$ cat src/rtl/alu_seq.sv
// Multi-cycle integer ALU for the EX stage.
// Non-shift ops finish one edge after the start edge. Shifts are iterative,
// one bit per edge. A single-cycle alu_valid pulse signals completion.
// The ALU then waits for alu_en to drop before it accepts a new start.
module alu_seq #(
    parameter int WIDTH   = 32,
    parameter int SHAMT_W = 5,
    parameter int OP_W    = 5
) (
    input  logic               clk,
    input  logic               rst,
    input  logic               alu_en,
    input  logic [OP_W-1:0]    alu_op,
    input  logic [WIDTH-1:0]   operand_a,
    input  logic [WIDTH-1:0]   operand_b,
    output logic [WIDTH-1:0]   result,
    output logic               zero,
    output logic               alu_valid,
    output logic               illegal_op,
    output logic               busy
);

    localparam logic [OP_W-1:0] OP_ADD  = OP_W'(5'b00001);
    localparam logic [OP_W-1:0] OP_SUB  = OP_W'(5'b00011);
    localparam logic [OP_W-1:0] OP_AND  = OP_W'(5'b01010);
    localparam logic [OP_W-1:0] OP_OR   = OP_W'(5'b01100);
    localparam logic [OP_W-1:0] OP_XOR  = OP_W'(5'b01101);
    localparam logic [OP_W-1:0] OP_SLL  = OP_W'(5'b01110);
    localparam logic [OP_W-1:0] OP_SRL  = OP_W'(5'b01111);
    localparam logic [OP_W-1:0] OP_SRA  = OP_W'(5'b10000);
    localparam logic [OP_W-1:0] OP_ADDR = OP_W'(5'b11000);
    localparam logic [OP_W-1:0] OP_SLT  = OP_W'(5'b00100);
    localparam logic [OP_W-1:0] OP_SLTU = OP_W'(5'b00101);

    typedef enum logic [2:0] {
        S_IDLE,
        S_EXEC,
        S_SHIFT,
        S_DONE,
        S_HOLD
    } state_t;

    state_t             state_q, state_d;
    logic [WIDTH-1:0]   a_q, a_d;
    logic [WIDTH-1:0]   b_q, b_d;
    logic [OP_W-1:0]    op_q, op_d;
    logic [SHAMT_W-1:0] cnt_q, cnt_d;
    logic [WIDTH-1:0]   work_q, work_d;
    logic [WIDTH-1:0]   result_q, result_d;
    logic               zero_q, zero_d;
    logic               illegal_q, illegal_d;

    logic [WIDTH-1:0]   alu_res;
    logic               alu_illegal;
    logic               is_shift;
    logic [WIDTH-1:0]   shift_one;

    // Single-edge result from the latched operands; for shifts this is the
    // shamt==0 result (operand A unchanged).
    always_comb begin
        alu_res     = '0;
        alu_illegal = 1'b0;
        is_shift    = 1'b0;
        case (op_q)
            OP_ADD, OP_ADDR: alu_res = a_q + b_q;
            OP_SUB:          alu_res = a_q - b_q;
            OP_AND:          alu_res = a_q & b_q;
            OP_OR:           alu_res = a_q | b_q;
            OP_XOR:          alu_res = a_q ^ b_q;
            OP_SLT:          alu_res = {{(WIDTH-1){1'b0}}, ($signed(a_q) < $signed(b_q))};
            OP_SLTU:         alu_res = {{(WIDTH-1){1'b0}}, (a_q < b_q)};
            OP_SLL, OP_SRL, OP_SRA: begin
                alu_res  = a_q;
                is_shift = 1'b1;
            end
            default:         alu_illegal = 1'b1;
        endcase
    end

    // One-bit step of the iterative shifter.
    always_comb begin
        shift_one = work_q;
        case (op_q)
            OP_SLL:  shift_one = {work_q[WIDTH-2:0], 1'b0};
            OP_SRL:  shift_one = {1'b0, work_q[WIDTH-1:1]};
            OP_SRA:  shift_one = {work_q[WIDTH-1], work_q[WIDTH-1:1]};
            default: shift_one = work_q;
        endcase
    end

    // Next-state and datapath-register update logic.
    always_comb begin
        state_d   = state_q;
        a_d       = a_q;
        b_d       = b_q;
        op_d      = op_q;
        cnt_d     = cnt_q;
        work_d    = work_q;
        result_d  = result_q;
        zero_d    = zero_q;
        illegal_d = illegal_q;
        case (state_q)
            S_IDLE: begin
                if (alu_en) begin
                    a_d     = operand_a;
                    b_d     = operand_b;
                    op_d    = alu_op;
                    cnt_d   = operand_b[SHAMT_W-1:0];
                    state_d = S_EXEC;
                end
            end
            S_EXEC: begin
                if (!alu_en) begin
                    state_d = S_IDLE;
                end else if (is_shift && (cnt_q != '0)) begin
                    work_d  = a_q;
                    state_d = S_SHIFT;
                end else begin
                    result_d  = alu_res;
                    zero_d    = (alu_res == '0);
                    illegal_d = alu_illegal;
                    state_d   = S_DONE;
                end
            end
            S_SHIFT: begin
                if (!alu_en) begin
                    state_d = S_IDLE;
                end else begin
                    work_d = shift_one;
                    cnt_d  = cnt_q - SHAMT_W'(1);
                    // Counter at 1 means this edge performs the final bit shift.
                    if (cnt_q == SHAMT_W'(1)) begin
                        result_d  = shift_one;
                        zero_d    = (shift_one == '0);
                        illegal_d = 1'b0;
                        state_d   = S_DONE;
                    end
                end
            end
            S_DONE: begin
                state_d = S_HOLD;
            end
            S_HOLD: begin
                // Control still holds alu_en on the edge where it sees alu_valid.
                if (!alu_en) begin
                    state_d = S_IDLE;
                end
            end
            default: state_d = S_IDLE;
        endcase
    end

    // State and datapath registers with synchronous reset.
    always_ff @(posedge clk) begin
        if (rst) begin
            state_q   <= S_IDLE;
            a_q       <= '0;
            b_q       <= '0;
            op_q      <= '0;
            cnt_q     <= '0;
            work_q    <= '0;
            result_q  <= '0;
            zero_q    <= 1'b1;
            illegal_q <= 1'b0;
        end else begin
            state_q   <= state_d;
            a_q       <= a_d;
            b_q       <= b_d;
            op_q      <= op_d;
            cnt_q     <= cnt_d;
            work_q    <= work_d;
            result_q  <= result_d;
            zero_q    <= zero_d;
            illegal_q <= illegal_d;
        end
    end

    assign result     = result_q;
    assign zero       = zero_q;
    assign alu_valid  = (state_q == S_DONE);
    assign illegal_op = (state_q == S_DONE) && illegal_q;
    assign busy       = (state_q == S_EXEC) || (state_q == S_SHIFT);

endmodule

$ cat config.mk
export PLATFORM = sky130hd
export DESIGN_NAME = alu_seq
export DESIGN_NICKNAME = d
export VERILOG_FILES = /design/src/rtl/alu_seq.sv
export SDC_FILE = /design/constraint.sdc
export NUM_CORES = 1
export LEC_CHECK = 0
export ABC_AREA = 1
export BUFFER_PORTS_ARGS = -buffer_cell sky130_fd_sc_hd__buf_2
export CAP_MARGIN = 20
export CORE_AREA = 8 8 186 224
export CTS_CLUSTER_SIZE = 30
export DETAILED_ROUTE_END_ITERATION = 12
export DIE_AREA = 0 0 194 232
export PLACE_DENSITY = 0.61
export SLEW_MARGIN = 20
export SYNTH_ARGS = -nofsm -noshare
export SYNTH_HDL_FRONTEND = slang
export SYNTH_SLANG_ARGS = --single-unit
$ cat constraint.sdc
create_clock -name clk -period 2.27 [get_ports clk]
set_input_delay 0.454 -clock clk [delete_from_list [all_inputs] [get_ports clk]]
set_output_delay 0.454 -clock clk [all_outputs]
set_load 0.03 [all_outputs]
### Word level (Yosys, flattened, before mapping)

Cells that the tools add are included.

* flip-flop bits (word level): 143
* input bits: 72
* word-level logic and storage cells: 91
* output and inout bits: 36

* magnitude comparators: 2
* bitwise gates (word level): 3
* eq/ne operators: 24
* add/subtract/negate cells: 3
* reduce and logical (&&, ||, !) cells: 17
* mux-type cells: 33

Operators by type and width (count)
* $pmux W32 S8: 1
* $mux W32: 7
* $pmux W32 S2: 2
* $pmux W32 S3: 1
* $logic_not A32 Y1: 2
* $lt A32 B32 Y1: 2
* $add A32 B32 Y32: 1
* $and A32 B32 Y32: 1
* $or A32 B32 Y32: 1
* $sub A32 B32 Y32: 1
* $xor A32 B32 Y32: 1
* $eq A5 B4 Y1 const B: 5
* $pmux W3 S5: 1
* $ne A2 B2 Y1 const B: 7
* $mux W3: 4
* $mux W1: 11
* $reduce_or A11 Y1: 1
* $eq A5 B1 Y1 const B: 2
* $eq A5 B3 Y1 const B: 2
* $eq A5 B5 Y1 const B: 2
* $mux W5: 2
* $pmux W5 S2: 1
* $eq A3 B2 Y1 const B: 2
* $reduce_and A3 Y1: 2
* 17 further kinds: 20

### Logic depth before layout (Yosys ltp)

Gate-level depths: netlist of run 1.

* word-level depth: 7
* mapped depth: 24

### Worst setup path before layout of run 1

No wires, ideal clock.

* kind: reg2reg
* start: register a_q[0]
* end: register zero_q, in the netlist zero
* cell stages (with the launch flop): 23
* period minus slack after synthesis: 2.294 ns
* data arrival time: 2.235 ns
* path slack: -0.024 ns
* cells stage by stage: dfxtp_1 ha_1 inv_1 fa_1 inv_1 nand3_1 nand2_1 nand2_1 nand2_1 nand2_1 nand2_1 nand2_1 nand2_1 nand2_1 nand3_1 nand3_1 nor2_1 nand2_1 nor2_1 nand2_1 nand2_1 nand2_1 nand2_1

* word-level cells in the longest chain between the ends: 6
* elaborated cells on any way between the ends: 12
* classes of those cells: add/sub: 2; order compare: 2; mux: 4; bitwise: 3; reduce/logical: 1

RTL lines
* start, declared: RTL line 44 `logic [WIDTH-1:0] a_q, a_d;`
* start signal, assigned: RTL line 157 `a_q <= '0;`
* start signal, assigned: RTL line 167 `a_q <= a_d;`
* $sub A32 B32 Y32 (tied with other cells): RTL line 66 `OP_SUB: alu_res = a_q - b_q;`
* $pmux W32 S8 *: RTL line 64 `case (op_q)`
* $logic_not A32 Y1 *: RTL line 120 `zero_d = (alu_res == '0);`
* $mux W1 *: RTL line 115 `end else if (is_shift && (cnt_q != '0)) begin`
* $mux W1 *: RTL line 113 `if (!alu_en) begin`
* $pmux W1 S2 *: RTL line 102 `case (state_q)`
* end signal, assigned: RTL line 173 `zero_q <= zero_d;`
* end, declared: RTL line 50 `logic zero_q, zero_d;`

Mark *: on every way between the ends. The rest lies on a longest branch, timed or not. The select of a mux whose other input is x is not followed.
A chain may end at the register's enable or synchronous reset.

### Worst setup path after layout of run 1

* start: register a_q[6]
* end: register zero_q, in the netlist zero

The elaborated chain is that of the path after synthesis.

==> results of run 1 <==
## metrics by stage
| step | utilization, % | instances | setup slack, ns |
|---|---|---|---|
| 2_1_floorplan | - | 2183 | 0.00827 |
| 6_report | 55.5 | 3222 | -0.292 |
| 3_3_place_gp | 45.3 | 3121 | -0.682 |
| 5_1_grt | 55.5 | 3222 | -0.459 |
| 3_5_place_dp | 45.3 | 3121 | -0.696 |
| 4_1_cts | 52.3 | 3202 | -0.227 |
## layout make-up
cell class              count  share of cell area (%)
clock buffers              19                    2.14
clock inverters            13                   0.940
inverters                 364                    6.62
multi-input cells        1575                    50.4
flip-flops and latches    143                    13.9
well taps                 486                    2.87
repair buffers            622                    23.1
## report_power, final
group / total [W] / internal, W / switching [W]
clock: 0.00321 / 0.00192 / 0.00129
sequential: 0.00290 / 0.00274 / 0.000154
combinational: 0.00693 / 0.00297 / 0.00397
total: 0.0130 / 0.00763 / 0.00541
## Yosys cell counts (all sizes together)
cell type and number:
fa 2, a22oi 1, o21ai 185, a21oi 176
nand4 27, nand2 547, clkinv 1, o311ai 1
dfxtp 143, a31oi 63, nor2 168, or2 24
ha 115, a211oi 4, nor4 4, nor3 20
clkbuf 46, and3 2, nor3b 1, nand3b 1
nand3 142, o2111ai 1, o221ai 12, a221oi 10
o22ai 49, and2 1, o21bai 9, nor4b 1
inv 363, buf 55, o211ai 9
## flip-flops by register name, indices dropped and copies added, names as in the netlist
signal / count
a_q: 32
b_q: 32
result: 32
work_q: 32
cnt_q: 5
op_q: 5
state_q: 3
illegal_q: 1
zero: 1
## critical path: stages, from the launching register on
cell	delay, ns
dfxtp_2	0.33
inv_2	0.05
ha_4	0.27
buf_4	0.15
nand2_4	0.08
buf_6	0.11
inv_1	0.03
nand2_1	0.07
nand2_2	0.09
inv_4	0.10
nand2_8	0.07
nand2_4	0.08
nand2_2	0.07
nand2_2	0.08
nand2_2	0.06
nand2_2	0.08
nand2_4	0.07
nor2_4	0.13
nand3_4	0.10
nor2_2	0.09
nand2_1	0.05
nor2_1	0.09
nand2_1	0.07
nand2_1	0.06
nand2_1	0.05
nand2_1	0.05
## kinds of logic (layout without fill, tap and decap cells)
| kind of cell | count (synthesis) | count (layout) | synth area share (%) |
|---|---|---|---|
| AOI/OAI and AO/OA | 520 | 520 | 22.1 |
| adders and majority gates | 117 | 117 | 11.3 |
| and+or+nand+nor | 938 | 938 | 30.3 |
| DFF | 143 | 143 | 21.8 |
| buffers and inverters | 465 | 1018 | 14.5 |
## worst paths after layout
check | end | start | cells after the start | slack (ns)
setup reg to reg | zero | a_q[6] | 25 | -0.29
hold / removal | b_q[15] | operand_b[15] | 3 | 0.26
hold reg to reg | result[0] | result[0] | 2 | 0.48
setup / recovery | zero | a_q[6] | 25 | -0.29
## per-layer routing
| metal | vias to the layer above | GRT usage (%) |
|---|---|---|
| met3 | 155 | 3.70 |
| met1 | 7933 | 31.6 |
| li1 | 8213 | - |
| met2 | 634 | 45.6 |
| met5 | - | 0 |
| met4 | 0 | 13.3 |
## repair_timing
| item | CTS | global route |
|---|---|---|
| hold buffers | 0 | 0 |
| gates resized for setup | 463 | 327 |
| pin swaps | 138 | 132 |
| setup endpoints to repair | 58 | 58 |
| cloned | 3 | 2 |
| buffers inserted | 48 | 27 |
==> impl_metrics.tcl, run 1 <==
set metrics [dict create \
    drt_iter0_markers 1520 \
    maxSlewHeadroom_pct 55.7 \
    yosysTopAreaCellShare_pct 21.8 \
    hold_ws_ns 0.258 \
    rows 79 \
    ant_nets 0 \
    synthCells 2183 \
    crit_path_end_kind "register" \
    antennaDiodeCount 0 \
    fill_cells 3679 \
    numClockSinks 143 \
    syn-cell-area_um2 13100 \
    core_um2 38200 \
    post-route-worst-setup-slack_ns -0.292 \
    cts_root_buf "clkbuf_16" \
    drt_first_pass_iters 5 \
    via_per_inst 5.26 \
    dpl_cell_area_um2 17300 \
    violations "setup timing" \
    multi_input_area_um2 10700 \
    die_h_um 232 \
    setup_viol 12 \
    wl_um 61300 \
    synth_area_per_cell_um2 6.01 \
    synth_nets 2372 \
    maxCapViolCount 0 \
    mostFrequentLayoutCells "buf_4 (444), nand2_1 (370), inv_1 (255)" \
    overflow 0 \
    outcome "complete, but fails checks" \
    wl_met3_um 3010 \
    power.total_w 0.0130 \
    grt_pass1_wl_um 93000 \
    leakage_nw 10.2 \
    die_w_um 194 \
    seqCellArea_um2 2940 \
    tns_ns -1.39 \
    post-route-cell-area_um2 21200 \
    layout.nets 2912 \
    finalMaxSlewViolations 0 \
    rsz0062_at_grt "yes" \
    yosysUniqueCellTypes 47 \
    min_period_over_period_pct 113 \
    ys_seq_area_share_pct 21.8 \
    portBuffers 107 \
    vdd_drop_max_v 0.000562 \
    via_count 16900 \
    drive_gt1_share_pct 46.9 \
    clock_latency_ns 0.47 \
    powerDensity_nw_per_um2 617 \
    area_growth_pct 61.3 \
    route.detailed.drc 0 \
    cts.clk_slew.worst_paths_ns 0.07 \
    crit_required_ns 2.68 \
    dr.max_layer_used "met4" \
    clock_skew_ns 0.0102 \
    antenna_found_initial 0 \
    yosysWarnings 0 \
    routedWlPerCell_um 19.0 \
    grt_max_degree 70 \
    htreeDepth 4 \
    start_kind "register" \
    io-pin-count 108 \
    gr-usage-all-layers_pct 26.3 \
    place_congestion 0.989 \
    final_common_cell "buf_4" \
    final-hold-violation-count 0 \
    grt_pass1_vias 16800 \
    synth.area.top_cells "dfxtp_1 (22%), nand2_1 (15%), ha_1 (11%), inv_1 (10%), o21ai_0 (6.9%)" \
    hp-class "in2reg" \
    wl_met2_um 29100 \
    fmax_mhz 390 \
    worstPathArrival_ns 2.98 \
    met1_length_um 25800 \
    path_max_fanout 7 \
    period_needed_ns 2.56 \
    worst_pin_slew_ns 0.665 \
    path_class "reg2reg" \
    cts_tree "yes" \
    ys_ff_latch 143 \
    numCtsBuffers 17 \
    die_area_um2 45000 \
    start_util_pct 34.4 \
    clk_path_buf_depth 2 \
    synth_top_cell_by_area "dfxtp_1" \
    dp_hpwl_um 47500 \
]
Note: power is estimated with default switching activity, not from simulation.
==> run 2: changes to the inputs <==
CTS_BUF_LIST = sky130_fd_sc_hd__clkbuf_2   (was unset)
==> run 2 against run 1 <==
Effect of this change: the run ends with hold timing, setup timing left; combinational power is essentially flat; register-to-register slack worse by 0.06 ns; non-clock buffer count rose by 80; utilization is 1.0 points higher; via count rose by 1.4%; critical path depth shrank 5; sequential cell count is the same; worst setup slack worse by 0.057 ns; critical path type unchanged; critical endpoint unchanged.
==> impl_metrics.tcl, run 2 (synthesized netlist as in run 1, its figures left out) <==
set metrics [dict create \
    rsz0062_at_grt "yes" \
    clk_path_buf_depth 2 \
    crit_required_ns 3.19 \
    final-hold-violation-count 8 \
    worstPathArrival_ns 3.54 \
    internal-power_w 0.00646 \
    min_period_over_period_pct 115 \
    place_congestion 0.989 \
    p_clk_share_pct 16.2 \
    path_buf_inv 2 \
    critPathSlowestCell "dfxtp_4" \
    met3_usage_pct 4.13 \
    violations "hold timing, setup timing" \
    cpMostUsedCell "nand2_1" \
    maxCapViolCount 0 \
    dpl_cell_area_um2 17300 \
    leakage_nw 10.5 \
    via_count 17200 \
    overflow 0 \
    ctsHoldBuffers 73 \
    wl_um 62900 \
    critical-path-top-delay-family "simple AND/OR/NAND/NOR gates" \
    dp_hpwl_um 47500 \
    path_cells "ha_4 > inv_4 > fa_2 > inv_2 > nand3_4 > nand2_4 > nand2_2 > nand3_2 > nand3_2 > nor2_1 > nand2_1 > nor2_4 > nand3_2 > nor2_1 > nand2_1 > nor2_1 > nand2_1 > nand2_1 > nand2_1 > nand2_1" \
    outcome "complete, but fails checks" \
    clock_latency_ns 0.96 \
    post-route-worst-setup-slack_ns -0.349 \
    io-pin-count 108 \
    grt_busiest_layer "met2" \
    drt_first_pass_iters 8 \
    htreeDepth 4 \
    layout.nets 2992 \
    start_kind "register" \
    die_area_um2 45000 \
    post-route-cell-area_um2 21500 \
    antenna_found_initial 1 \
    mostFrequentLayoutCells "buf_4 (458), nand2_1 (376), inv_1 (263)" \
    gr-usage-all-layers_pct 26.4 \
    swShare_pct 44.8 \
    cts_root_buf "clkbuf_2" \
    powerDensity_nw_per_um2 544 \
    via_per_inst 5.20 \
    met2_usage_pct 46.4 \
    core_um2 38200 \
    worst_pin_slew_ns 0.750 \
    numClockSinks 143 \
    portBuffers 107 \
    hold_ws_ns -0.199 \
    grt_max_degree 70 \
    vdd_drop_max_v 0.000302 \
    grt_pass1_wl_um 93200 \
    crit_path_end_kind "register" \
    hp-class "in2reg" \
    route.detailed.drc 0 \
    period_needed_ns 2.62 \
    switching_power_w 0.00525 \
    die_h_um 232 \
    numCtsBuffers 17 \
    drive_gt1_share_pct 45.7 \
    cp_slowest_stage_delay_ns 0.44 \
    fill_cells 3683 \
    die_w_um 194 \
    path_max_fanout 3 \
    grt_pass1_vias 17000 \
    finalMaxSlewViolations 0 \
    cts.clk_slew.worst_paths_ns 0.24 \
    p_comb_share_pct 59.0 \
    final_common_cell "buf_4" \
    fmax_mhz 382 \
    clock_skew_ns 0.0377 \
    rows 79 \
    seqPwrFrac_pct 24.8 \
    area_growth_pct 64.2 \
    drt_iter0_markers 1313 \
    setup_viol 17 \
    cts_tree "yes" \
    start_util_pct 34.4 \
    ant_nets 0 \
    path_class "reg2reg" \
    use_met1_pct 31.3 \
    routedWlPerCell_um 19.1 \
    maxSlewHeadroom_pct 50.0 \
]
-- run 2: final cells by class --
cell class              count  area [um^2]  share of cell area (%)
multi-input cells        1575        10600                    49.2
repair buffers            702         5700                    26.5
flip-flops and latches    143         2950                    13.7
inverters                 364         1400                    6.49
well taps                 486          608                    2.82
clock inverters            15          206                   0.958
clock buffers              17         85.1                   0.395
diodes                      1         2.50                  0.0116
-- run 2: power by group through the flow --
stage | clock [W] | combinational [W] | sequential [W]
finish | 0.00190 | 0.00691 | 0.00290
floorplan | 0 | 0.00251 | 0.00303
global route | 0.00202 | 0.00742 | 0.00293
detailed placement | 0 | 0.00518 | 0.00291
global placement | 0 | 0.00515 | 0.00290
CTS | 0.00197 | 0.00623 | 0.00289
-- run 2: worst paths after layout --
kind	start	endpoint	slack (ns)	depth (start not counted)
hold reg to reg	result[0]	result[0]	0.51	2
hold / removal	rst	op_q[2]	-0.20	2
setup reg to reg	b_q[0]	zero	-0.35	20
setup / recovery	b_q[0]	zero	-0.35	20
-- run 2: timing repair --
action	in CTS	in global routing
endpoints found under the setup margin	61	71
endpoints found under the hold margin	81	8
buffers inserted	58	27
cloned	2	6
gates resized for setup	470	307
pin swaps	125	133
-- run 2: metrics by stage --
step                      total power (W)  instances  setup WS (ns)  utilization (%)  TNS (ns)
after global placement            0.00806       3121         -0.682             45.3     -8.48
after CTS                          0.0111       3284         -0.270             53.4     -1.58
after global routing               0.0124       3303         -0.481             56.5     -4.60
after floorplan                   0.00554       2183        0.00827                -         0
after detailed placement          0.00809       3121         -0.696             45.3     -9.34
final                              0.0117       3303         -0.349             56.5     -1.84
-- run 2: layer usage --
metal / vias up / share of wire, % / wire length, um
met2: 568 / 48 / 30100
met4: 0 / 5.1 / 3230
met1: 8054 / 41 / 26000
li1: 8377 / - / -
met3: 165 / 5.7 / 3560
met5: - / 0 / 0
-- run 2: worst register-to-register path: stages (launching register included) --
cell     delay (ns)
dfxtp_4        0.44
ha_4           0.15
inv_4          0.04
fa_2           0.39
inv_2          0.10
nand3_4        0.08
nand2_4        0.11
nand2_2        0.06
nand3_2        0.06
nand3_2        0.10
nor2_1         0.12
nand2_1        0.10
nor2_4         0.16
nand3_2        0.12
nor2_1         0.12
nand2_1        0.09
nor2_1         0.12
nand2_1        0.07
nand2_1        0.07
nand2_1        0.05
nand2_1        0.05
==> run 3: changes to the inputs <==
--- a/config.mk
+++ b/config.mk
@@ -8,3 +8,2 @@
 export ABC_AREA = 1
-export BUFFER_PORTS_ARGS = -buffer_cell sky130_fd_sc_hd__buf_2
 export CAP_MARGIN = 20
@@ -15,3 +14,4 @@
 export DIE_AREA = 0 0 194 232
-export PLACE_DENSITY = 0.61
+export DONT_BUFFER_PORTS = 1
+export PLACE_DENSITY = 0.58
 export SLEW_MARGIN = 20
--- a/constraint.sdc
+++ b/constraint.sdc
@@ -3,2 +3,2 @@
 set_output_delay 0.454 -clock clk [all_outputs]
-set_load 0.03 [all_outputs]
+set_load 0.1 [all_outputs]
==> run 3 against run 2 <==
Effect of this change: the run still ends with hold timing, setup timing left; sequential cell count unchanged; cell count is 2.1% lower; clock-buffer cell count increased by 1; utilization decreased by 1.1 points; final area shrank 2.0%; combinational power is 2% higher; worst setup slack got worse by 0.023 ns; sequential power hardly changed; sequential share of layout area increased by 0.25 points; register-to-register slack worse by 0.02 ns; global-route usage is 0.058 points higher; power shrank 0.18%; critical path type unchanged; largest cell class unchanged.
==> impl_metrics.tcl, run 3 (synthesized netlist as in run 1, its figures left out) <==
set metrics [dict create \
    cts_tree "yes" \
    die_w_um 194 \
    fill_cells 3754 \
    place_congestion 1.01 \
    period_needed_ns 2.64 \
    grt_pass1_wl_um 92600 \
    violations "hold timing, setup timing" \
    post-route-util_pct 55.3 \
    die_area_um2 45000 \
    portBuffers 0 \
    stdcell_count 3233 \
    via_count 16900 \
    routedWlPerCell_um 19.5 \
    internal-power_w 0.00622 \
    clock_latency_ns 0.97 \
    drive_gt1_share_pct 41.7 \
    crit_path_end_kind "register" \
    core_um2 38200 \
    cpMostUsedCell "nand2_1" \
    via_per_inst 5.22 \
    clk_path_buf_depth 2 \
    cts_root_buf "clkbuf_2" \
    path_cells "buf_6 > ha_4 > fa_2 > inv_4 > nand3_4 > nand3_4 > nand2_4 > nand2_4 > buf_12 > nand2_2 > nand2_1 > nand2_1 > nand3_2 > nand3_4 > nor2_4 > nand3_2 > nor2_2 > nand2_1 > nand2_1 > nand2_1 > nand2_1" \
    ant_nets 0 \
    clock_skew_ns 0.0424 \
    grt_max_degree 65 \
    hold_ws_ns -0.500 \
    finalMaxSlewViolations 0 \
    seqPwrFrac_pct 24.8 \
    switching_power_w 0.00547 \
    path_max_fanout 4 \
    p_clk_share_pct 14.7 \
    min_period_over_period_pct 116 \
    cp_slowest_stage_delay_ns 0.42 \
    start_util_pct 34.4 \
    maxSlewHeadroom_pct 51.1 \
    htreeDepth 4 \
    mostFrequentLayoutCells "buf_4 (474), nand2_1 (393), inv_1 (285)" \
    worst_pin_slew_ns 0.733 \
    setup_viol 17 \
    numCtsBuffers 17 \
    path_class "reg2reg" \
    fmax_mhz 378 \
    cts.clk_slew.worst_paths_ns 0.28 \
    grt_pass1_vias 16500 \
    tns_ns -2.72 \
    leakage_nw 10.0 \
    io-pin-count 108 \
    rsz0062_at_grt "yes" \
    die_h_um 232 \
    vdd_drop_max_v 0.000296 \
    hp-class "in2reg" \
    post-route-worst-setup-slack_ns -0.372 \
    overflow 0 \
    rows 79 \
    swShare_pct 46.8 \
    worstPathArrival_ns 3.57 \
    drt_first_pass_iters 7 \
    numClockSinks 143 \
    dp_hpwl_um 48400 \
    p_comb_share_pct 60.5 \
    dp.cells 3073 \
    start_kind "register" \
    drt_iter0_markers 1322 \
    antenna_found_initial 1 \
    route.detailed.drc 0 \
    crit_required_ns 3.19 \
    powerDensity_nw_per_um2 554 \
    critPathSlowestCell "dfxtp_4" \
    maxCapViolCount 0 \
    wl_um 63200 \
    final_common_cell "buf_4" \
    area_growth_pct 60.9 \
    gr-usage-all-layers_pct 26.5 \
    final-hold-violation-count 6 \
    layout.nets 2922 \
    outcome "complete, but fails checks" \
]
run 3: power groups by stage:
stage / combinational (W) / sequential (W) / clock (W)
after CTS: 0.00635 / 0.00287 / 0.00176
final: 0.00708 / 0.00289 / 0.00172
after detailed placement: 0.00555 / 0.00291 / 0
after global placement: 0.00552 / 0.00290 / 0
after global routing: 0.00758 / 0.00292 / 0.00183
after floorplan: 0.00253 / 0.00330 / 0
run 3: stage by stage:
stage / hold slack [ns] / power, W / setup slack (ns) / cell area [um^2]
global placement: 0.453 / 0.00842 / -0.723 / 17300
floorplan: 0.445 / 0.00583 / -0.0550 / 13200
detailed placement: 0.453 / 0.00846 / -0.714 / 17300
CTS: -0.587 / 0.0110 / -0.365 / 19800
finish: -0.500 / 0.0117 / -0.372 / 21100
global route: -0.539 / 0.0123 / -0.560 / 21100
run 3: area by class of cell:
class / count / area [um^2] / share of cell area (%)
Timing Repair Buffer: 632 / 5580 / 26.4
Clock buffer: 18 / 90.1 / 0.427
Multi-Input combinational cell: 1575 / 10300 / 49.0
Sequential cell: 143 / 2950 / 14.0
Inverter: 364 / 1380 / 6.55
Clock inverter: 14 / 160 / 0.758
Tap cell: 486 / 608 / 2.88
Antenna cell: 1 / 2.50 / 0.0119
run 3: timing repair:
action | CTS | global route
hold buffers | 78 | 1
pin swaps | 59 | 99
setup buffers | 20 | 23
gates cloned | 3 | 4
endpoints found under the hold margin | 82 | 7
endpoints found under the setup margin | 39 | 72
resized for setup | 331 | 343
run 3: final timing paths:
kind | cells after the start | startpoint | slack [ns] | endpoint
worst max-delay path | 21 | b_q[0] | -0.37 | zero
worst min-delay path | 1 | rst | -0.50 | cnt_q[4]
worst min register to register | 2 | result[0] | 0.48 | result[0]
worst max register to register | 21 | b_q[0] | -0.37 | zero
run 3: critical path, delay by kind of cell, from the launching register on:
kind                       cells  cell delay, ns
adders and majority gates      2            0.53
buffers and inverters          3            0.34
DFF                            1            0.42
and+or+nand+nor               16            1.29
run 3: layer usage:
layer / up-vias / part of all wire (%) / wire [um] / track usage, %
met3: 148 / 4.7 / 2940 / 3.28
met1: 8009 / 42 / 26500 / 32.0
met5: - / 0 / 0 / 0
met4: 0 / 5.1 / 3250 / 12.4
li1: 8206 / - / - / -
met2: 510 / 48 / 30500 / 46.4
